===== src/rtl/column_scanner.sv =====
`default_nettype none
// =============================================================================
// Module   : column_scanner
// Purpose  : Drives one column of a multiplexed LED matrix at a time, with a
//            blanking gap between columns and a frame-start strobe.
// Revision : 1.0
// =============================================================================
module column_scanner #(
   parameter int N_COLS       = 5,
   parameter int DWELL_CYCLES = 50000,
   parameter int BLANK_CYCLES = 2,
   parameter int ACTIVE_LOW   = 0,
   localparam int CW          = (N_COLS > 2) ? $clog2(N_COLS) : 1
) (
   input  logic              clk,
   input  logic              rstn,
   input  logic              en,
   output logic [N_COLS-1:0] col_out,
   output logic [CW-1:0]     col_idx,
   output logic              blank,
   output logic              frame_start
);

   localparam int c_CNT_MAX = (DWELL_CYCLES > BLANK_CYCLES) ? DWELL_CYCLES : BLANK_CYCLES;
   localparam int c_CNTW    = (c_CNT_MAX > 1) ? $clog2(c_CNT_MAX) : 1;

   localparam logic [c_CNTW-1:0] c_DWELL_LAST = c_CNTW'(DWELL_CYCLES - 1);
   localparam logic [c_CNTW-1:0] c_BLANK_LAST = c_CNTW'((BLANK_CYCLES > 0) ? BLANK_CYCLES - 1 : 0);
   localparam logic [CW-1:0]     c_IDX_LAST   = CW'(N_COLS - 1);
   localparam logic [N_COLS-1:0] c_COL_ONE    = N_COLS'(1);
   localparam logic [N_COLS-1:0] c_COL_OFF    = {N_COLS{ACTIVE_LOW != 0}};

   localparam logic [1:0] S_IDLE  = 2'd0;
   localparam logic [1:0] S_BLANK = 2'd1;
   localparam logic [1:0] S_DRIVE = 2'd2;

   // With no blanking gap the scanner moves straight from column to column.
   localparam logic [1:0] c_GAP_STATE = (BLANK_CYCLES > 0) ? S_BLANK : S_DRIVE;

   logic [1:0]        state_q,   state_d;
   logic [c_CNTW-1:0] cnt_q,     cnt_d;
   logic [CW-1:0]     idx_q,     idx_d;
   logic [N_COLS-1:0] col_out_q, col_out_d;
   logic              blank_q,   blank_d;
   logic              fs_q,      fs_d;

   always_ff @(posedge clk) begin
      if (!rstn) begin
         state_q   <= S_IDLE;
         cnt_q     <= '0;
         idx_q     <= '0;
         col_out_q <= c_COL_OFF;
         blank_q   <= 1'b1;
         fs_q      <= 1'b0;
      end else begin
         state_q   <= state_d;
         cnt_q     <= cnt_d;
         idx_q     <= idx_d;
         col_out_q <= col_out_d;
         blank_q   <= blank_d;
         fs_q      <= fs_d;
      end
   end

   always_comb begin
      state_d = state_q;
      cnt_d   = cnt_q;
      idx_d   = idx_q;
      if (!en) begin
         state_d = S_IDLE;
         cnt_d   = '0;
         idx_d   = '0;
      end else begin
         case (state_q)
            S_IDLE: begin
               state_d = c_GAP_STATE;
               cnt_d   = '0;
               idx_d   = '0;
            end
            S_BLANK: begin
               if (cnt_q == c_BLANK_LAST) begin
                  state_d = S_DRIVE;
                  cnt_d   = '0;
               end else begin
                  cnt_d = cnt_q + c_CNTW'(1);
               end
            end
            S_DRIVE: begin
               if (cnt_q == c_DWELL_LAST) begin
                  state_d = c_GAP_STATE;
                  cnt_d   = '0;
                  idx_d   = (idx_q == c_IDX_LAST) ? '0 : idx_q + CW'(1);
               end else begin
                  cnt_d = cnt_q + c_CNTW'(1);
               end
            end
            default: begin
               state_d = S_IDLE;
               cnt_d   = '0;
               idx_d   = '0;
            end
         endcase
      end
   end

   // Outputs are computed from the next state so they register on the same edge.
   always_comb begin
      col_out_d = c_COL_OFF;
      blank_d   = 1'b1;
      fs_d      = 1'b0;
      if (state_d == S_DRIVE) begin
         col_out_d = (c_COL_ONE << idx_d) ^ c_COL_OFF;
         blank_d   = 1'b0;
         fs_d      = (cnt_d == '0) && (idx_d == '0);
      end
   end

   assign col_out     = col_out_q;
   assign col_idx     = idx_q;
   assign blank       = blank_q;
   assign frame_start = fs_q;

endmodule
`default_nettype wire

===== config.mk =====
export PLATFORM = sky130hd
export DESIGN_NAME = column_scanner
export DESIGN_NICKNAME = d
export VERILOG_FILES = /design/src/rtl/column_scanner.sv
export SDC_FILE = /design/constraint.sdc
export NUM_CORES = 1
export LEC_CHECK = 0
export CAP_MARGIN = 40
export CORE_UTILIZATION = 57
export DETAILED_ROUTE_END_ITERATION = 8
export PLACE_DENSITY = 0.79
export SYNTH_ARGS = -nofsm -noshare
export SYNTH_HDL_FRONTEND = slang
export SYNTH_SLANG_ARGS = --single-unit

===== constraint.sdc =====
create_clock -name clk -period 2.41 [get_ports clk]
set_input_delay 0.241 -clock clk [delete_from_list [all_inputs] [get_ports clk]]
set_output_delay 0.241 -clock clk [all_outputs]
set_load 0.05 [all_outputs]

# ---- After elaboration in Yosys (flattened, before gate mapping)
# Index checks and enable logic that the tools add are counted.
dict set report totals {
  ff_bits 28
  out_inout_bits 10
}
dict set report op_classes {
  shift 1
  n_eq_ne 6
  n_reduce_logical 5
  add_sub_neg 2
  mux 13
}
# op count
set ops {}
lappend ops {{16-bit 2-to-1 mux} 3}
lappend ops {{16-bit one-hot mux with 2 select lines} 1}
lappend ops {{16-bit by 1-bit adder with 16-bit output (second input constant)} 1}
lappend ops {{16-bit by 1-bit == test with 1-bit output (second input constant)} 1}
lappend ops {{16-bit == test (second input constant)} 1}
lappend ops {{16-bit zero test} 1}
lappend ops {{3-bit 2-to-1 mux} 3}
lappend ops {{2-bit 2-to-1 mux} 3}
lappend ops {{2-bit one-hot mux with 3 select lines} 1}
lappend ops {{3-bit one-hot mux with 2 select lines} 1}
lappend ops {{1-bit by 3-bit left shift with 5-bit output (first input constant)} 1}
lappend ops {{2-bit == test (second input constant)} 2}
lappend ops {{3-bit by 1-bit adder with 3-bit output (second input constant)} 1}
lappend ops {{3-bit == test (second input constant)} 1}
lappend ops {{3-bit zero test} 1}
lappend ops {{2-bit by 1-bit == test with 1-bit output (second input constant)} 1}
lappend ops {{2-bit zero test} 1}
lappend ops {{2-bit AND reduction} 1}
lappend ops {{1-bit logical AND} 1}
lappend ops {{1-bit 2-to-1 mux} 1}

# ---- Depth between registers and ports, before layout
# Gate-level depths: netlist (run 1).
dict set report depth {
  depth_word 7
  mapped_depth 9
}

# ---- Worst setup path before layout (run 1)
# OpenSTA, ideal clock, no wires.
dict set report synth_timing {
  kind {reg2reg}
  start {register cnt_q[0]}
  end {register fs_q, in the netlist frame_start}
  n_path_buf 0
  period_less_slack_ps 2180
  t_required_ps 2340
  stages_incl_launch_ff 8
  arrival_ps 2110
  path_slack_ps 230
  cell_sequence {dfxtp_1 ha_1 nand3_4 or2_1 a2111oi_2 o22ai_1 or4_1 a21boi_1}
}
dict set report synth_between {
  elab_chain_len 6
}
# element line_no
set synth_lines {}
lappend synth_lines {{start, declared} 41} ;# logic [c_CNTW-1:0] cnt_q, cnt_d;
lappend synth_lines {{start signal, assigned} 57} ;# cnt_q <= cnt_d;
lappend synth_lines {{16-bit by 1-bit adder with 16-bit output, or another cell as far along} {85, 94}}
lappend synth_lines {{16-bit 2-to-1 mux, or another cell as far along} 89} ;# if (cnt_q == c_DWELL_LAST) begin
lappend synth_lines {{16-bit one-hot mux with 2 select lines, or another cell as far along} 74} ;# case (state_q)
lappend synth_lines {{16-bit 2-to-1 mux, or another cell as far along} 69} ;# if (!en) begin
lappend synth_lines {{16-bit zero test, or another cell as far along} 114} ;# fs_d = (cnt_d == '0) && (idx_d == '0);
lappend synth_lines {{1-bit logical AND / 2-bit AND reduction (equally long branches)} n/a}
lappend synth_lines {{end signal, assigned} 61} ;# fs_q <= fs_d;
lappend synth_lines {{end, declared} 45} ;# logic fs_q, fs_d;
# Several ways; a longest one is shown, not always the timed one.
# A chain may end at the register's enable or synchronous reset.

# ---- Worst setup path in the final report (run 1)
# Same ends and word-level chain as after synthesis.

==> results by group, run 1 <==
Run status
  – Outcome: complete, no violations

CTS
  – CTS H-Tree Depth: 1
  – Clock-pin slew on the worst setup and hold paths: 0.16 ns
  – Postcts setup bufs: 0
  – Cell chosen for the clock root: sky130_fd_sc_hd__clkbuf_4
  – Number of buffers on the longest clock path: 2
  – Clock tree from TritonCTS: yes
  – Number of CTS-inserted buffers: 3
  – Hold Buf Count CTS: 0
  – Clock Latency Late Sink: 0.34 ns
  – CTS sink count: 28

Global route
  – All-layer global routing usage: between 20% and 30%
  – Met1 demand-to-capacity share in global routing: between 30% and 40%
  – Most crowded layer after global routing: met2
  – First-pass GRT wire length: around 5100 um
  – GR Layer Usage met2: 37.6%
  – Vias in the first global route: around 1.1k
  – Antenna violations before repair: 0
  – Total global routing overflow: 0
  – Global-route track usage on met3: about 4.2%
  – Pin count of the biggest net entering global routing: 17

Route
  – Violation count after the first detailed-route iteration: 79
  – Routed WL per cell: about 15 um
  – Total routed wirelength: about 3300 um
  – Total via count in the routed design: ~1.3k
  – Number of routed nets with antenna violations: 0
  – Vias per cell: 5.99
  – Post-route DRC: 0
  – Number of search-and-repair iterations in the first detailed-routing pass: 4

Die
  – Initial core utilization: between 60% and 70%
  – Full die area: 0.00295 mm2
  – Overall die height: 54.3 um
  – Total core area: about 0.0025 mm2
  – Number of core rows: 18
  – Boundary pin count: 13
  – Die Wd: between 50 and 60 um

Cells and area
  – Final std cells w/o fill: ~220
  – Area growth, synth to finish: 11.9%
  – Diodes inserted: 0
  – Final net count: ~200
  – Fraction of final layout cells sized beyond drive strength 1: around 9.1%
  – Fillers: 220
  – Final core utilization: 69.2%

Placed design
  – Worst setup slack before clock tree synthesis: ~0.11 ns
  – Last weighted congestion value of the routability-driven placer: about 0.86
  – Final HPWL from detailed placement: 2350 um
  – Number of buffers inserted by port buffering: 12
  – Cell Count Post-Placement: roughly 210

Power and ir drop
  – Worst VDD drop: approximately 410 uV
  – Cell leakage power: around 0.00058 uW
  – Power, Total: between 800 and 900 uW
  – Power per unit of standard cell area: 460 mW/mm2

Worst setup path
  – Critical Path End Type: flip-flop
  – CP Data Arrival Time: between 2 and 3 ns
  – Cell with the biggest individual delay on the critical path: sky130_fd_sc_hd__or4_1
  – Element type at the critical path start: flip-flop
  – Critical path class: reg -> reg
  – Worst path buffer plus inverter count: 0
  – Largest stage delay on the critical path: ~0.54 ns
  – Largest fanout on the critical path: 6
  – Data required time at the worst endpoint: 2.70 ns
  – Delay-heaviest family, CP: simple AND/OR/NAND/NOR gates
  – Crit path cell chain: ha_2 -> nand3_4 -> or2_1 -> a2111oi_2 -> o22ai_1 -> or4_1 -> a21boi_1

Logic synthesis
  – Largest family of logic cells by synthesized area: simple AND/OR/NAND/NOR gates
  – Fraction of the yosys area taken by sequential cells: between 30% and 40%
  – Count of unique library cells instantiated by Yosys: 48
  – Share of the synthesized area in compound gates (AO/OA/AOI/OAI): about an eighth
  – Proportion of synthesized area in mux cells: about 2.1%
  – Post-synthesis cell count: about 180
  – Commonest register cell after synthesis: sky130_fd_sc_hd__dfxtp_1
  – Yosys warning total: 0
  – Xor/xnor share of the synthesized area: 8.42%
  – Adder-Cell Fraction of Synth Area: roughly 6.4%
  – Share of synthesized cell area in and, or, nand and nor gates: between 20 and 30%
  – Post-synthesis register bit count: 28
  – Asr flop ratio synth: 0%
  – Mean instance size in the synthesized netlist: around 8.7 um2
  – EDFF count, synth: 0
  – Post-Syn Nets: between 150 and 200
  – Post-Synthesis Cell Area: 0.00156 mm2

Timing
  – Clock period minus final worst setup slack: approximately 2.3 ns
  – Slack of the critical path: around 0.12 ns
  – Worst hold margin: roughly 0.51 ns
  – Total of endpoints with negative setup slack in the final report: 0
  – Final worst clock skew: between 0.002 and 0.003 ns
  – Final count of pins violating max slew: 0
  – Final period util: about 95%
  – Worst slew pin tran: between 0.5 and 0.6 ns
  – Max-slew headroom at the worst pin: between 60% and 70%
  – Achievable clock frequency: around 440 MHz
  – Final hold violation count: 0

Hold path
  – HP Class: in -> reg

Flow run
  – Max-capacitance violation count: 0
[cells by family after synthesis]
group	count (synthesis)
DFF	28
adders and majority gates	8
and+or+nand+nor	78
xor gates and xnor gates	15
muxes	3
buffers and inverters	18
AOI/OAI and AO/OA	29
[cells in the mapped netlist, types with 2 or more instances]
master	instances	area share, %
sky130_fd_sc_hd__a211oi_1	2	0.96
sky130_fd_sc_hd__a21oi_1	8	2.6
sky130_fd_sc_hd__a41oi_1	2	1.1
sky130_fd_sc_hd__and2_1	2	0.80
sky130_fd_sc_hd__and3_1	2	0.80
sky130_fd_sc_hd__and4_1	3	1.7
sky130_fd_sc_hd__buf_2	4	1.3
sky130_fd_sc_hd__buf_4	3	1.4
sky130_fd_sc_hd__clkbuf_1	2	0.48
sky130_fd_sc_hd__dfxtp_1	28	36
sky130_fd_sc_hd__ha_1	8	6.4
sky130_fd_sc_hd__inv_1	8	1.9
sky130_fd_sc_hd__nand2_1	8	1.9
sky130_fd_sc_hd__nand3_1	8	2.6
sky130_fd_sc_hd__nand4_1	3	1.2
sky130_fd_sc_hd__nor2_1	26	6.3
sky130_fd_sc_hd__nor2b_1	2	0.80
sky130_fd_sc_hd__nor3_1	6	1.9
sky130_fd_sc_hd__nor3b_1	2	0.96
sky130_fd_sc_hd__nor4_1	3	1.2
sky130_fd_sc_hd__o21ai_0	7	2.2
sky130_fd_sc_hd__o21ai_1	2	0.64
sky130_fd_sc_hd__or2_1	2	0.80
sky130_fd_sc_hd__xnor2_1	9	5.1
sky130_fd_sc_hd__xor2_1	6	3.4
[placed cells by master (no fill, tap or decap), types with 6 or more instances in the layout]
cell type / instances
sky130_fd_sc_hd__clkdlybuf4s50_1: 12
sky130_fd_sc_hd__nand3_1: 8
sky130_fd_sc_hd__xor2_1: 6
sky130_fd_sc_hd__ha_1: 7
sky130_fd_sc_hd__nand2_1: 8
sky130_fd_sc_hd__dfxtp_1: 28
sky130_fd_sc_hd__o21ai_0: 7
sky130_fd_sc_hd__nor3_1: 6
sky130_fd_sc_hd__nor2_1: 26
sky130_fd_sc_hd__inv_1: 8
sky130_fd_sc_hd__a21oi_1: 8
sky130_fd_sc_hd__xnor2_1: 9
[power by group]
group / switching (uW) / total, uW / internal (uW) / leakage, uW
clock network: 151 / 319 / 168 / 0.0000279
logic: 9.46 / 17.1 / 7.68 / 0.000331
registers: 1.33 / 466 / 464 / 0.000226
[worst paths after layout]
path	from	to	slack, ns	cells after the start
worst min-delay path	en	state_q[0]	0.51	3
worst min register to register	cnt_q[0]	cnt_q[0]	0.58	1
worst max-delay path	cnt_q[0]	frame_start	0.12	7
worst max register to register	cnt_q[0]	frame_start	0.12	7
[registers in the layout, summed over array words and instances, names as in the netlist]
signal,count
col_out,5
blank,1
frame_start,1
state_q,2
cnt_q,16
col_idx,3
[metal layers]
metal / vias up / wire length (um) / share of wire, %
met3: 8 / 183 / 5.6
met5: - / 0 / 0
met1: 595 / 1550 / 47
met4: 0 / 53 / 1.6
met2: 50 / 1480 / 45
li1: 646 / - / -
[cell type report]
class	instances	area [um2]	area share [%]
Clock buffer	3	22.5	1.29
Clock inverter	1	30.0	1.72
Inverter	8	30.0	1.72
Multi-Input combinational cell	133	930	53.3
Sequential cell	28	561	32.1
Tap cell	30	37.5	2.15
Timing Repair Buffer	14	135	7.74
[metrics by stage]
step | TNS (ns) | cell area (um2)
floorplan | 0 | 1560
global placement | 0 | 1680
detailed placement | 0 | 1680
CTS | 0 | 1730
global route | -0.0110 | 1750
finish | 0 | 1750
[worst min-delay path, delay by kind of cell]
family,cells,cell delay [ns]
buffers and inverters,1,0.41
AND/OR/NAND/NOR,1,0.12
AO/OA/AOI/OAI,1,0.05
[repair_timing]
action / in CTS / in global routing
endpoints found under the hold margin: 0 / 0
gates resized for setup: 0 / 3
setup endpoints to repair: 0 / 4
(Power assumes the default switching activity.)
==> run 2, diff against run 1 <==
--- a/config.mk
+++ b/config.mk
@@ -9,6 +9,7 @@
 export CORE_UTILIZATION = 57
 export DETAILED_ROUTE_END_ITERATION = 8
 export PLACE_DENSITY = 0.79
+export SKIP_LAST_GASP = 1
 export SYNTH_ARGS = -nofsm -noshare
 export SYNTH_HDL_FRONTEND = slang
 export SYNTH_SLANG_ARGS = --single-unit
==> results of run 2 <==
The final DEF is identical to that of run 1; final timing and power are the same.
